## config.mk

```make
export PLATFORM = sky130hd
export DESIGN_NAME = rvm_ifetch
export DESIGN_NICKNAME = d
export VERILOG_FILES = /design/src/rtl/rvm_ifetch.sv
export SDC_FILE = /design/constraint.sdc
export NUM_CORES = 1
export LEC_CHECK = 0
export CORE_MARGIN = 4
export CORE_UTILIZATION = 44
export CTS_CLUSTER_DIAMETER = 50
export DETAILED_ROUTE_END_ITERATION = 6
export MAX_ROUTING_LAYER = met4
export PLACE_DENSITY = 0.8
export SYNTH_ARGS = -nofsm -noshare
export SYNTH_HDL_FRONTEND = slang
export SYNTH_SLANG_ARGS = --single-unit
```

## constraint.sdc

```tcl
create_clock -name clk -period 2.3 [get_ports clk]
set_clock_uncertainty 0.15 [all_clocks]
set_input_delay 0.345 -clock clk [delete_from_list [all_inputs] [get_ports clk]]
set_output_delay 0.345 -clock clk [all_outputs]
set_load 0.02 [all_outputs]
```

## src/rtl/rvm_ifetch.sv

```systemverilog
// rvm_ifetch: instruction fetch stage, one outstanding word read at a time, with redirect.
// Ports:
//   clk, resetn                   clock and asynchronous active-low reset
//   imem_req/addr/gnt             request channel (transfer on req && gnt)
//   imem_rvalid/rdata             response channel (one response per grant)
//   instr_valid/ready/data/pc     fetched instruction handed to decode
//   redirect, redirect_pc         restart fetch at a new (word-aligned) address
module rvm_ifetch #(
   parameter logic [31:0] RESET_PC = 32'h0000_0000
) (
   input  logic        clk,
   input  logic        resetn,
   output logic        imem_req,
   output logic [31:0] imem_addr,
   input  logic        imem_gnt,
   input  logic        imem_rvalid,
   input  logic [31:0] imem_rdata,
   output logic        instr_valid,
   input  logic        instr_ready,
   output logic [31:0] instr_data,
   output logic [31:0] instr_pc,
   input  logic        redirect,
   input  logic [31:0] redirect_pc
);
   typedef enum logic [1:0] {S_BOOT, S_REQ, S_WAIT, S_HOLD} state_t;
   state_t      state_q, state_d;
   logic [31:0] fetch_pc_q, fetch_pc_d;
   logic        discard_q, discard_d;
   logic [31:0] instr_data_q, instr_data_d;
   logic [31:0] instr_pc_q, instr_pc_d;
   always_ff @(posedge clk or negedge resetn) begin
      if (!resetn) begin
         state_q      <= S_BOOT;
         fetch_pc_q   <= RESET_PC;
         discard_q    <= 1'b0;
         instr_data_q <= '0;
         instr_pc_q   <= '0;
      end else begin
         state_q      <= state_d;
         fetch_pc_q   <= fetch_pc_d;
         discard_q    <= discard_d;
         instr_data_q <= instr_data_d;
         instr_pc_q   <= instr_pc_d;
      end
   end
   always_comb begin
      state_d      = state_q;
      fetch_pc_d   = fetch_pc_q;
      discard_d    = discard_q;
      instr_data_d = instr_data_q;
      instr_pc_d   = instr_pc_q;
      case (state_q)
         S_BOOT: state_d = S_REQ;
         S_REQ: begin
            // a redirect racing the grant leaves a stale response to swallow
            if (imem_gnt) begin
               state_d   = S_WAIT;
               discard_d = redirect;
            end
         end
         S_WAIT: begin
            if (imem_rvalid) begin
               discard_d = 1'b0;
               if (discard_q || redirect) begin
                  state_d = S_REQ;
               end else begin
                  state_d      = S_HOLD;
                  instr_data_d = imem_rdata;
                  instr_pc_d   = fetch_pc_q;
               end
            end else if (redirect) begin
               discard_d = 1'b1;
            end
         end
         S_HOLD: begin
            if (redirect || instr_ready) begin
               state_d    = S_REQ;
               fetch_pc_d = fetch_pc_q + 32'd4;
            end
         end
         default: state_d = S_BOOT;
      endcase
      // redirect target overrides the sequential +4 in every state
      if (redirect) fetch_pc_d = redirect_pc & ~32'd3;
   end
   assign imem_req    = (state_q == S_REQ);
   assign imem_addr   = fetch_pc_q;
   assign instr_valid = (state_q == S_HOLD);
   assign instr_data  = instr_data_q;
   assign instr_pc    = instr_pc_q;
endmodule

```

# Word level (Yosys, flattened, before mapping)
# Index checks and enable logic that the tools add are counted.
[word_totals]
register_bits = 99
out_inout_bits = 98
wordCells = 36
input_bits = 70
[classes]
reduce_logical = 10
n_eq_ne = 7
addsub = 1
n_bitwise = 1
mux = 12
[op_table]
columns = ["operator", "n"]
rows = [
  ["$mux 32", 3],
  ["$add 32x3->32 const B", 1],
  ["$reduce_and 3->1", 3],
  ["$mux 2", 4],
  ["$pmux 2 s4", 1],
  ["$reduce_bool 2->1", 3],
  ["$eq 2x2->1 const B", 2],
  ["$ne 2x1->1 const B", 2],
  ["$mux 1", 3],
  ["$ne 3x3->1 const B", 1],
  ["$eq 2x1->1 const B", 1],
  ["$logic_not 2->1", 1],
  ["$logic_or 1x1->1", 2],
  ["$ne 2x2->1 const B", 1],
  ["$pmux 1 s2", 1],
  ["$reduce_and 2->1", 1],
  ["$not 1->1", 1],
]

# Logic depth before layout (Yosys ltp)
# Gate-level depths: netlist of run 1.
[depth]
depth_word = 4
ltp_mapped = 7
mapped_depth_nobuf = 6

# Worst setup path before layout of run 1
# Ideal clock, no wire load.
[synth_timing]
path_type = "register to register"
start = "register state_q[1]"
end = "register fetch_pc_q[24], in the netlist imem_addr[24]"
period_less_slack_ps = 2182
path_slack_ps = 118
t_arrival_ps = 1950
setup_time_ps = 82
path_buffers = 1
path_stages_with_launch = 7
cell_sequence = "dfrtp_1 > ha_1 > and4_1 > clkbuf_1 > nand3_1 > or4_1 > a31oi_1"
[synth_between]
elab_chain_len = 3
[synth_rtl]
columns = ["element", "line_no", "rtl"]
rows = [
  ["start: declaration", "26", "state_t state_q, state_d;"],
  ["start signal: assignment", "39", "state_q <= state_d;"],
  ["$eq 2x2->1", "-", ""],
  ["named net instr_valid", "18", "output logic instr_valid,"],
  ["$reduce_bool 2->1 (no line)", "-", ""],
  ["$reduce_and 2->1 (no line)", "-", ""],
  ["end signal: assignment", "40", "fetch_pc_q <= fetch_pc_d;"],
  ["end: declaration", "27", "logic [31:0] fetch_pc_q, fetch_pc_d;"],
]
# The timed path passes the listed nets, and every way through them passes these cells.
# A chain may end at the register's enable or synchronous reset.

# Final worst setup path of run 1
[layout_timing]
start = "register state_q[1]"
end = "output port instr_valid"
[layout_between]
elab_chain_len = 1
[layout_rtl]
columns = ["element", "line_no", "rtl"]
rows = [
  ["$eq 2x2->1", "88", "assign instr_valid = (state_q == S_HOLD);"],
  ["end: declaration", "18", ""],
]
# No other way between the ends.

==> results of run 1 <==
[registers in the layout, summed over array words and instances, names as in the netlist]
name / cells
state_q: 2
instr_pc: 30
imem_addr: 30
instr_data: 32
discard_q: 1
[timing repair]
item / CTS / global route
buffers inserted: 0 / 0
hold endpoints to repair: 41 / 0
hold buffers: 1 / 0
gates resized for setup: 0 / 1
endpoints found under the setup margin: 0 / 1
[critical path: stages (launching register included)]
cell,delay (ns)
dfrtp_1,0.40
ha_1,0.29
clkdlybuf4s50_1,0.65
[cell type report]
type	count	area share, %
clock buffers	10	2.13
well taps	133	2.57
repair buffers	187	28.7
clock inverters	6	0.696
inverters	6	0.348
multi-input cells	250	28.7
flip-flops and latches	95	36.8
[cell families after synthesis]
group,synth area share [%]
flops,54.2
simple gates,14.3
xor+xnor,2.00
fa+ha+maj,1.14
other cells,0.0855
mux,16.9
buf+inv,3.65
compound gates,7.68
[how the worst min path moves through the flow]
stage                                          from                        end  slack (ns)
after CTS                  instr_pc[13]$_DFFE_PN0P_   instr_pc[13]$_DFFE_PN0P_        0.37
after global placement                       resetn   instr_pc[27]$_DFFE_PN0P_        0.24
after detailed placement                     resetn   instr_pc[27]$_DFFE_PN0P_        0.24
after global routing      instr_data[1]$_DFFE_PN0P_  instr_data[1]$_DFFE_PN0P_        0.38
final                      instr_pc[13]$_DFFE_PN0P_   instr_pc[13]$_DFFE_PN0P_        0.36
after floorplan                              resetn      discard_q$_DFFE_PN0P_       -0.10
[placed cells by master, fill, tap and decap left out, types with 2 or more instances in the layout]
master,instances
xor2_1,8
buf_4,22
mux2_2,64
or4_1,12
and3_2,2
and3_1,3
clkbuf_8,10
and2_1,4
o31ai_1,15
clkinvlp_4,3
nor2_1,21
nor2b_1,4
clkdlybuf4s50_1,159
buf_12,4
nand2_1,24
mux2i_1,2
a21oi_1,3
nand3_1,17
a22oi_1,4
ha_1,4
xnor2_1,2
o311ai_0,2
dfrtp_1,95
conb_1,4
and4_1,7
o21ai_0,13
inv_1,6
a31oi_1,14
nand4_1,14
nor3_1,2
[stage by stage]
stage	utilization [%]	cell area (um^2)	power (mW)	setup TNS, ns
after global routing	66.5	6470	7.03	0
final	66.5	6470	6.65	0
after detailed placement	64.5	6270	5.70	-0.190
after CTS	66.4	6460	6.74	0
after floorplan	-	4400	4.10	0
after global placement	64.5	6270	5.59	0
[metal layers]
metal	part of all wire (%)	track usage [%]	routed length, um	vias to the layer above
met4	0.89	7.12	105	0
li1	-	-	-	1708
met3	4.4	3.12	525	10
met5	0	-	0	-
met2	52	35.3	6150	113
met1	43	26.8	5020	1780
[synthesized netlist by cell type (2+ instances only)]
cell type	n	area share [%]
nor2b_1	4	0.57
nor3_1	2	0.23
and4_1	7	1.4
nand3_1	17	1.9
nand4_1	14	2.0
clkbuf_1	14	1.2
inv_1	6	0.51
dfrtp_1	95	54
buf_4	5	0.86
o21ai_0	13	1.5
ha_1	4	1.1
buf_6	2	0.51
and2_1	4	0.57
buf_2	5	0.57
o311ai_0	2	0.40
xor2_1	8	1.6
nand2_1	24	2.1
and3_1	4	0.57
mux2i_1	2	0.46
xnor2_1	2	0.40
nor2_1	21	1.8
mux2_2	64	16
o31ai_1	15	2.6
a21oi_1	3	0.34
or4_1	12	2.1
a22oi_1	4	0.68
a31oi_1	14	2.0
[power groups by stage]
stage	Combinational [mW]	Clock (mW)	Sequential, mW
2_1_floorplan	0.794	0	3.30
3_3_place_gp	2.99	0	2.60
3_5_place_dp	3.06	0	2.64
4_1_cts	3.07	1.06	2.61
5_1_grt	3.20	1.13	2.69
6_report	3.03	1.02	2.60
==> flow_metrics.py, run 1 <==
metrics = {
    "die": {
        "fp.dieW_um": 108,
        "start_util_pct": 45.1,
        "fp.dieH_um": 108,
        "io_pins": 168,
        "rows": 36,
        "core-area_mm2": 0.00973,
        "dieArea_mm2": 0.0116,
    },
    "worst_setup_path": {
        "startpoint": "state_q[1]$_DFFE_PN0P_",
        "cp-end-kind": "output port",
        "crit_required_ns": 1.80,
        "worst_r2r_path_depth": 5,
        "arrival_ns": 1.70,
        "start_kind": "register",
        "crit_fanout": 6,
        "ff2ff_setup_slack_ns": 0.14,
        "rr_endpoint": "imem_addr[24]$_DFFE_PN0P_",
        "crit_type": "register to output port",
        "regToRegStartpoint": "state_q[1]$_DFFE_PN0P_",
        "setup.worst_path.end": "instr_valid",
    },
    "layout": {
        "multi_input_area_mm2": 0.00186,
        "drive_above_1_share_pct": 19.7,
        "nets": 623,
        "layoutNonFillerInstCount": 687,
        "antennaDiodeCount": 0,
        "fillerInstances": 786,
        "regArea_mm2": 0.00238,
        "syn_to_final_growth_pct": 47.5,
    },
    "yosys": {
        "syn_area_mm2": 0.00438,
        "async_reset_ff_share_pct": 100,
        "ys_types": 34,
        "synth-edff-count": 0,
        "ys_ff_latch": 95,
        "synthCells": 374,
        "synth_ff_type": "dfrtp_1",
        "postSynthAreaPerCell_um2": 11.7,
        "ys_warn_count": 0,
        "yosysSeqAreaShare_pct": 54.2,
    },
    "hold_path": {
        "hold_path_class": "register to register",
        "min_path_cells": 1,
    },
    "drt": {
        "first_pass_iters": 4,
        "antenna_left": 0,
        "routed_via_density": 5.26,
        "wl_per_cell_um": 17.2,
        "drc_errors": 0,
        "drt_wl_total_um": 11800,
        "first_iter_violations": 198,
        "via_count": 3611,
    },
    "cts": {
        "cts_sinks": 95,
        "cts_max_level": 3,
        "clkSlewWorstSetupHoldPaths_ns": 0.09,
        "clk_latency_ns": 0.36,
        "clk_path_buf_depth": 2,
        "cts_tree": "built",
        "cts-root-buf": "clkbuf_8",
        "numCtsBuffers": 9,
    },
    "sta": {
        "whs_ns": 0.362,
        "setup_ws_ns": 0.100,
        "tightest_slew_ns": 0.596,
        "clock.fmax_mhz": 455,
        "slew-limit-headroom_pct": 60.3,
        "hold_violations": 0,
        "period_minus_slack_ns": 2.20,
        "report.final.slew_viol_count": 0,
        "setup_viol": 0,
        "rsz0062_at_grt": "false",
        "finalCritPeriodShare_pct": 95.6,
    },
    "power": {
        "intPower_mw": 4.29,
        "combPwrFrac_pct": 45.5,
        "leakage_nw": 2.69,
        "vdd_drop_max_mv": 0.565,
        "power.share.clock_pct": 15.3,
        "pwr_density_cell_mw_per_mm2": 1030,
        "switching_share_pct": 35.5,
        "p_sw_mw": 2.36,
        "sequentialPowerShare_pct": 39.2,
    },
    "grt": {
        "grt_start_max_net_pins": 44,
        "grt_pass1_vias": 3735,
        "gr-total-overflow": 0,
        "track_usage_pct": 21.2,
        "antenna_found_initial": 0,
        "grt_first_pass_wirelength_um": 18900,
    },
    "place": {
        "numPortBuffers": 161,
        "post-place-cells": 670,
        "dp_hpwl_um": 8830,
        "gp_congestion": 0.832,
        "place_ws_ns": -0.0783,
    },
    "job": {
        "max_cap_violations": 0,
    },
    "status": {
        "status": "finished, final reports clean",
    },
}
(Power assumes the default switching activity.)
==> run 2, diff against run 1 <==
--- a/config.mk
+++ b/config.mk
@@ -9,8 +9,8 @@
 export CORE_UTILIZATION = 44
 export CTS_CLUSTER_DIAMETER = 50
 export DETAILED_ROUTE_END_ITERATION = 6
-export MAX_ROUTING_LAYER = met4
 export PLACE_DENSITY = 0.8
+export RECOVER_POWER = 25
 export SYNTH_ARGS = -nofsm -noshare
 export SYNTH_HDL_FRONTEND = slang
 export SYNTH_SLANG_ARGS = --single-unit
==> run 2 against run 1 <==
Net effect: non-clock buffer count unchanged; final cell count unchanged; largest cell class unchanged; utilization down 0.13 points; sequential power about the same; highest routed layer unchanged; via count up 0.36%; register-to-register slack about the same.
==> flow_metrics.py, run 2 (synthesis results as in run 1) <==
metrics = {
    "layout": {
        "layout_common_cells": "clkdlybuf4s50_1, dfrtp_1, mux2_2",
        "antennaDiodeCount": 0,
        "fillerInstances": 786,
        "multi_input_area_mm2": 0.00186,
        "syn_to_final_growth_pct": 47.2,
        "largest_register_ffs": 32,
        "final_common_cell": "clkdlybuf4s50_1",
        "drive_above_1_share_pct": 19.9,
        "nets": 623,
        "layoutNonFillerInstCount": 687,
        "regArea_mm2": 0.00238,
    },
    "power": {
        "total_power_mw": 6.65,
        "intPower_mw": 4.29,
        "power.share.clock_pct": 15.3,
        "p_sw_mw": 2.36,
        "vdd_drop_max_mv": 0.564,
        "leakage_nw": 2.68,
        "switching_share_pct": 35.5,
        "combPwrFrac_pct": 45.5,
        "pwr_density_cell_mw_per_mm2": 1030,
        "sequentialPowerShare_pct": 39.2,
    },
    "cts": {
        "cts-root-buf": "clkbuf_8",
        "numCtsBuffers": 9,
        "cts_max_level": 3,
        "cts_sinks": 95,
        "cts_tree": "built",
        "clk_path_buf_depth": 2,
        "clk_latency_ns": 0.36,
        "clkSlewWorstSetupHoldPaths_ns": 0.09,
        "postCtsSetupRepairBufs": 0,
    },
    "worst_setup_path": {
        "worst_path_largest_cell_delay_ns": 0.65,
        "regToRegStartpoint": "state_q[1]$_DFFE_PN0P_",
        "rr_endpoint": "imem_addr[24]$_DFFE_PN0P_",
        "crit_required_ns": 1.80,
        "timing.critical_path.buf_inv": 1,
        "worst_r2r_path_depth": 5,
        "crit_path_cell_trace": "ha_1 -> clkdlybuf4s50_1",
        "ff2ff_setup_slack_ns": 0.13,
        "cp-end-kind": "output port",
        "start_kind": "register",
        "cp_slowest_cell": "clkdlybuf4s50_1",
        "crit_type": "register to output port",
        "arrival_ns": 1.71,
        "crit_fanout": 6,
        "crit_family": "buffers and inverters",
    },
    "sta": {
        "hold_violations": 0,
        "report.final.slew_viol_count": 0,
        "period_minus_slack_ns": 2.21,
        "slew-limit-headroom_pct": 25.6,
        "finalCritPeriodShare_pct": 95.9,
        "tightest_slew_ns": 1.12,
        "setup_ws_ns": 0.0936,
        "setup_viol": 0,
        "clock.fmax_mhz": 453,
        "rsz0062_at_grt": "false",
    },
    "drt": {
        "drc_errors": 0,
        "first_iter_violations": 182,
        "wl_per_cell_um": 17.1,
        "routed_via_density": 5.28,
        "via_count": 3624,
        "first_pass_iters": 7,
        "drt_wl_total_um": 11800,
        "antenna_left": 0,
    },
    "place": {
        "dp_hpwl_um": 8830,
        "numPortBuffers": 161,
        "post-place-cells": 670,
        "gp_congestion": 0.820,
        "place_ws_ns": -0.0783,
    },
    "job": {
        "max_cap_violations": 0,
    },
    "grt": {
        "gr-total-overflow": 0,
        "grt_pass1_vias": 3725,
        "grt_first_pass_wirelength_um": 18900,
        "track_usage_pct": 20.7,
        "antenna_found_initial": 0,
        "grt_start_max_net_pins": 44,
    },
    "die": {
        "fp.dieW_um": 108,
        "fp.dieH_um": 108,
        "start_util_pct": 45.1,
        "dieArea_mm2": 0.0116,
        "io_pins": 168,
        "core-area_mm2": 0.00973,
        "rows": 36,
    },
    "hold_path": {
        "hold_path_class": "register to register",
        "hold_start": "instr_pc[13]$_DFFE_PN0P_",
        "min_path_cells": 1,
        "min_delay_worst_endpoint": "instr_pc[13]$_DFFE_PN0P_",
    },
    "status": {
        "status": "finished, final reports clean",
    },
}
run 2: cell count changes in the layout (fill, tap and decap cells not counted), sizes merged:
cell    previous run  this run
buf               26        24
clkbuf            10        12
run 2: power groups by stage:
stage / clock network [mW] / registers (mW) / logic, mW
2_1_floorplan: 0 / 3.30 / 0.794
3_3_place_gp: 0 / 2.60 / 2.99
3_5_place_dp: 0 / 2.64 / 3.06
4_1_cts: 1.06 / 2.61 / 3.07
5_1_grt: 1.13 / 2.69 / 3.20
6_report: 1.02 / 2.60 / 3.02
run 2: how the worst max path moves through the flow:
stage,start,to,slack [ns],depth (start not counted)
floorplan,state_q[1]$_DFFE_PN0P_,imem_addr[24]$_DFFE_PN0P_,0.12,6
global placement,instr_ready,imem_addr[24]$_DFFE_PN0P_,0.007,5
detailed placement,instr_ready,imem_addr[11]$_DFFE_PN0P_,-0.08,6
CTS,state_q[1]$_DFFE_PN0P_,imem_req,0.02,3
global route,state_q[1]$_DFFE_PN0P_,instr_valid,0.02,2
finish,state_q[1]$_DFFE_PN0P_,instr_valid,0.09,2
run 2: final cells by class:
class | count | share of cell area [%]
clock buffers | 10 | 2.13
well taps | 133 | 2.58
flip-flops and latches | 95 | 36.8
multi-input cells | 250 | 28.8
inverters | 6 | 0.349
repair buffers | 187 | 28.6
clock inverters | 6 | 0.698
run 2: stage by stage:
stage                     TNS, ns  util (%)  hold WS, ns  instance area [um^2]
after floorplan                 0         -       -0.101                  4400
final                           0      66.3        0.362                  6450
after CTS                       0      66.4        0.366                  6460
after global placement          0      64.5        0.237                  6270
after detailed placement   -0.190      64.5        0.241                  6270
after global routing            0      66.3        0.382                  6450
run 2: timing repair:
item | in CTS | in global routing
hold endpoints to repair | 41 | 0
endpoints found under the setup margin | 0 | 2
hold buffers | 1 | 0
resized for setup | 0 | 2
run 2: layer usage:
metal / routed length [um] / global-route usage, % / up-vias
met5: 0 / 0 / -
met3: 741 / 4.62 / 13
met2: 6110 / 35.3 / 123
met1: 4790 / 25.9 / 1776
li1: - / - / 1712
met4: 135 / 7.12 / 0
==> run 3, diff against run 2 <==
--- a/config.mk
+++ b/config.mk
@@ -11,6 +11,7 @@
 export DETAILED_ROUTE_END_ITERATION = 6
 export PLACE_DENSITY = 0.8
 export RECOVER_POWER = 25
+export SKIP_CTS_REPAIR_TIMING = 1
 export SYNTH_ARGS = -nofsm -noshare
 export SYNTH_HDL_FRONTEND = slang
 export SYNTH_SLANG_ARGS = --single-unit
==> run 3 against run 2 <==
Net effect: hold slack about the same; sequential power hardly changed; via count shrank 0.22%; design area unchanged; first-iteration DRC count is 3.3% higher; register-to-register slack got worse by 0.02 ns; highest routed layer unchanged.
==> flow_metrics.py, run 3 (synthesis results as in run 1) <==
metrics = {
    "die": {
        "rows": 36,
        "start_util_pct": 45.1,
        "fp.dieH_um": 108,
        "fp.dieW_um": 108,
        "dieArea_mm2": 0.0116,
        "core-area_mm2": 0.00973,
        "io_pins": 168,
    },
    "worst_setup_path": {
        "start_kind": "register",
        "crit_type": "register to output port",
        "crit_fanout": 6,
        "crit_required_ns": 1.80,
        "arrival_ns": 1.72,
        "cp-end-kind": "output port",
    },
    "place": {
        "dpl_cell_area_mm2": 0.00627,
        "dp_hpwl_um": 8830,
        "place_ws_ns": -0.0783,
        "numPortBuffers": 161,
        "gp_congestion": 0.820,
        "post-place-cells": 670,
    },
    "layout": {
        "syn_to_final_growth_pct": 47.2,
        "fillerInstances": 785,
        "nets": 623,
        "multi_input_area_mm2": 0.00186,
        "regArea_mm2": 0.00238,
        "largest_register_ffs": 32,
        "postLayoutCoreUtil_pct": 66.3,
        "layoutNonFillerInstCount": 687,
        "final_area_mm2": 0.00645,
        "final_common_cell": "clkdlybuf4s50_1",
        "antennaDiodeCount": 0,
        "drive_above_1_share_pct": 19.9,
        "layout_common_cells": "clkdlybuf4s50_1, dfrtp_1, mux2_2",
    },
    "power": {
        "total_power_mw": 6.65,
        "vdd_drop_max_mv": 0.564,
        "leakage_nw": 2.68,
        "pwr_density_cell_mw_per_mm2": 1030,
    },
    "sta": {
        "slew-limit-headroom_pct": 24.9,
        "clock.fmax_mhz": 451,
        "setup_viol": 0,
        "report.final.slew_viol_count": 0,
        "hold_violations": 0,
        "finalCritPeriodShare_pct": 96.5,
        "whs_ns": 0.362,
        "tightest_slew_ns": 1.13,
        "period_minus_slack_ns": 2.22,
        "setup_ws_ns": 0.0805,
        "rsz0062_at_grt": "false",
        "fin_tns_setup_ns": 0,
    },
    "drt": {
        "via_count": 3616,
        "wl_per_cell_um": 17.2,
        "first_pass_iters": 5,
        "first_iter_violations": 188,
        "routed_via_density": 5.26,
        "drt_wl_total_um": 11800,
        "drc_errors": 0,
        "antenna_left": 0,
    },
    "grt": {
        "antenna_found_initial": 0,
        "track_usage_pct": 20.7,
        "grt_pass1_vias": 3712,
        "grt_first_pass_wirelength_um": 18900,
        "gr-total-overflow": 0,
        "grt_start_max_net_pins": 44,
    },
    "status": {
        "status": "finished, final reports clean",
    },
    "cts": {
        "cts_max_level": 3,
        "clk_latency_ns": 0.36,
        "clk_path_buf_depth": 2,
        "numCtsBuffers": 9,
        "clkSlewWorstSetupHoldPaths_ns": 0.09,
        "cts-root-buf": "clkbuf_8",
        "cts_tree": "built",
        "cts_sinks": 95,
    },
    "job": {
        "max_cap_violations": 0,
    },
    "hold_path": {
        "hold_path_class": "register to register",
    },
}
run 3: routing by layer:
layer	up-vias	part of all wire, %	routed length, um	track usage (%)
met1	1771	40	4760	25.9
met2	122	52	6080	35.3
li1	1710	-	-	-
met4	0	1.2	142	7.03
met5	-	0	0	0
met3	13	6.8	797	4.62
run 3: critical path: stages, from the launching register on:
cell             delay, ns
dfrtp_1               0.40
ha_1                  0.31
clkdlybuf4s50_1       0.65
run 3: final timing paths:
check	startpoint	endpoint	slack [ns]	cells after the start
worst max-delay path	state_q[1]$_DFFE_PN0P_	instr_valid	0.08	2
worst min-delay path	instr_pc[13]$_DFFE_PN0P_	instr_pc[13]$_DFFE_PN0P_	0.36	1
worst max register to register	state_q[1]$_DFFE_PN0P_	imem_addr[24]$_DFFE_PN0P_	0.11	5
worst min register to register	instr_pc[13]$_DFFE_PN0P_	instr_pc[13]$_DFFE_PN0P_	0.36	1
max in group asynchronous	resetn	instr_data[19]$_DFFE_PN0P_	0.30	3
min in group asynchronous	resetn	instr_pc[27]$_DFFE_PN0P_	0.59	2
run 3: power by group:
group,internal [mW],switching [mW]
clock,0.426,0.598
combinational,1.61,1.41
sequential,2.25,0.353
run 3: layout make-up:
cell class | count | area share [%]
clock buffers | 10 | 2.13
clock inverters | 6 | 0.698
repair buffers | 187 | 28.6
inverters | 6 | 0.349
flip-flops and latches | 95 | 36.8
multi-input cells | 250 | 28.8
well taps | 133 | 2.58
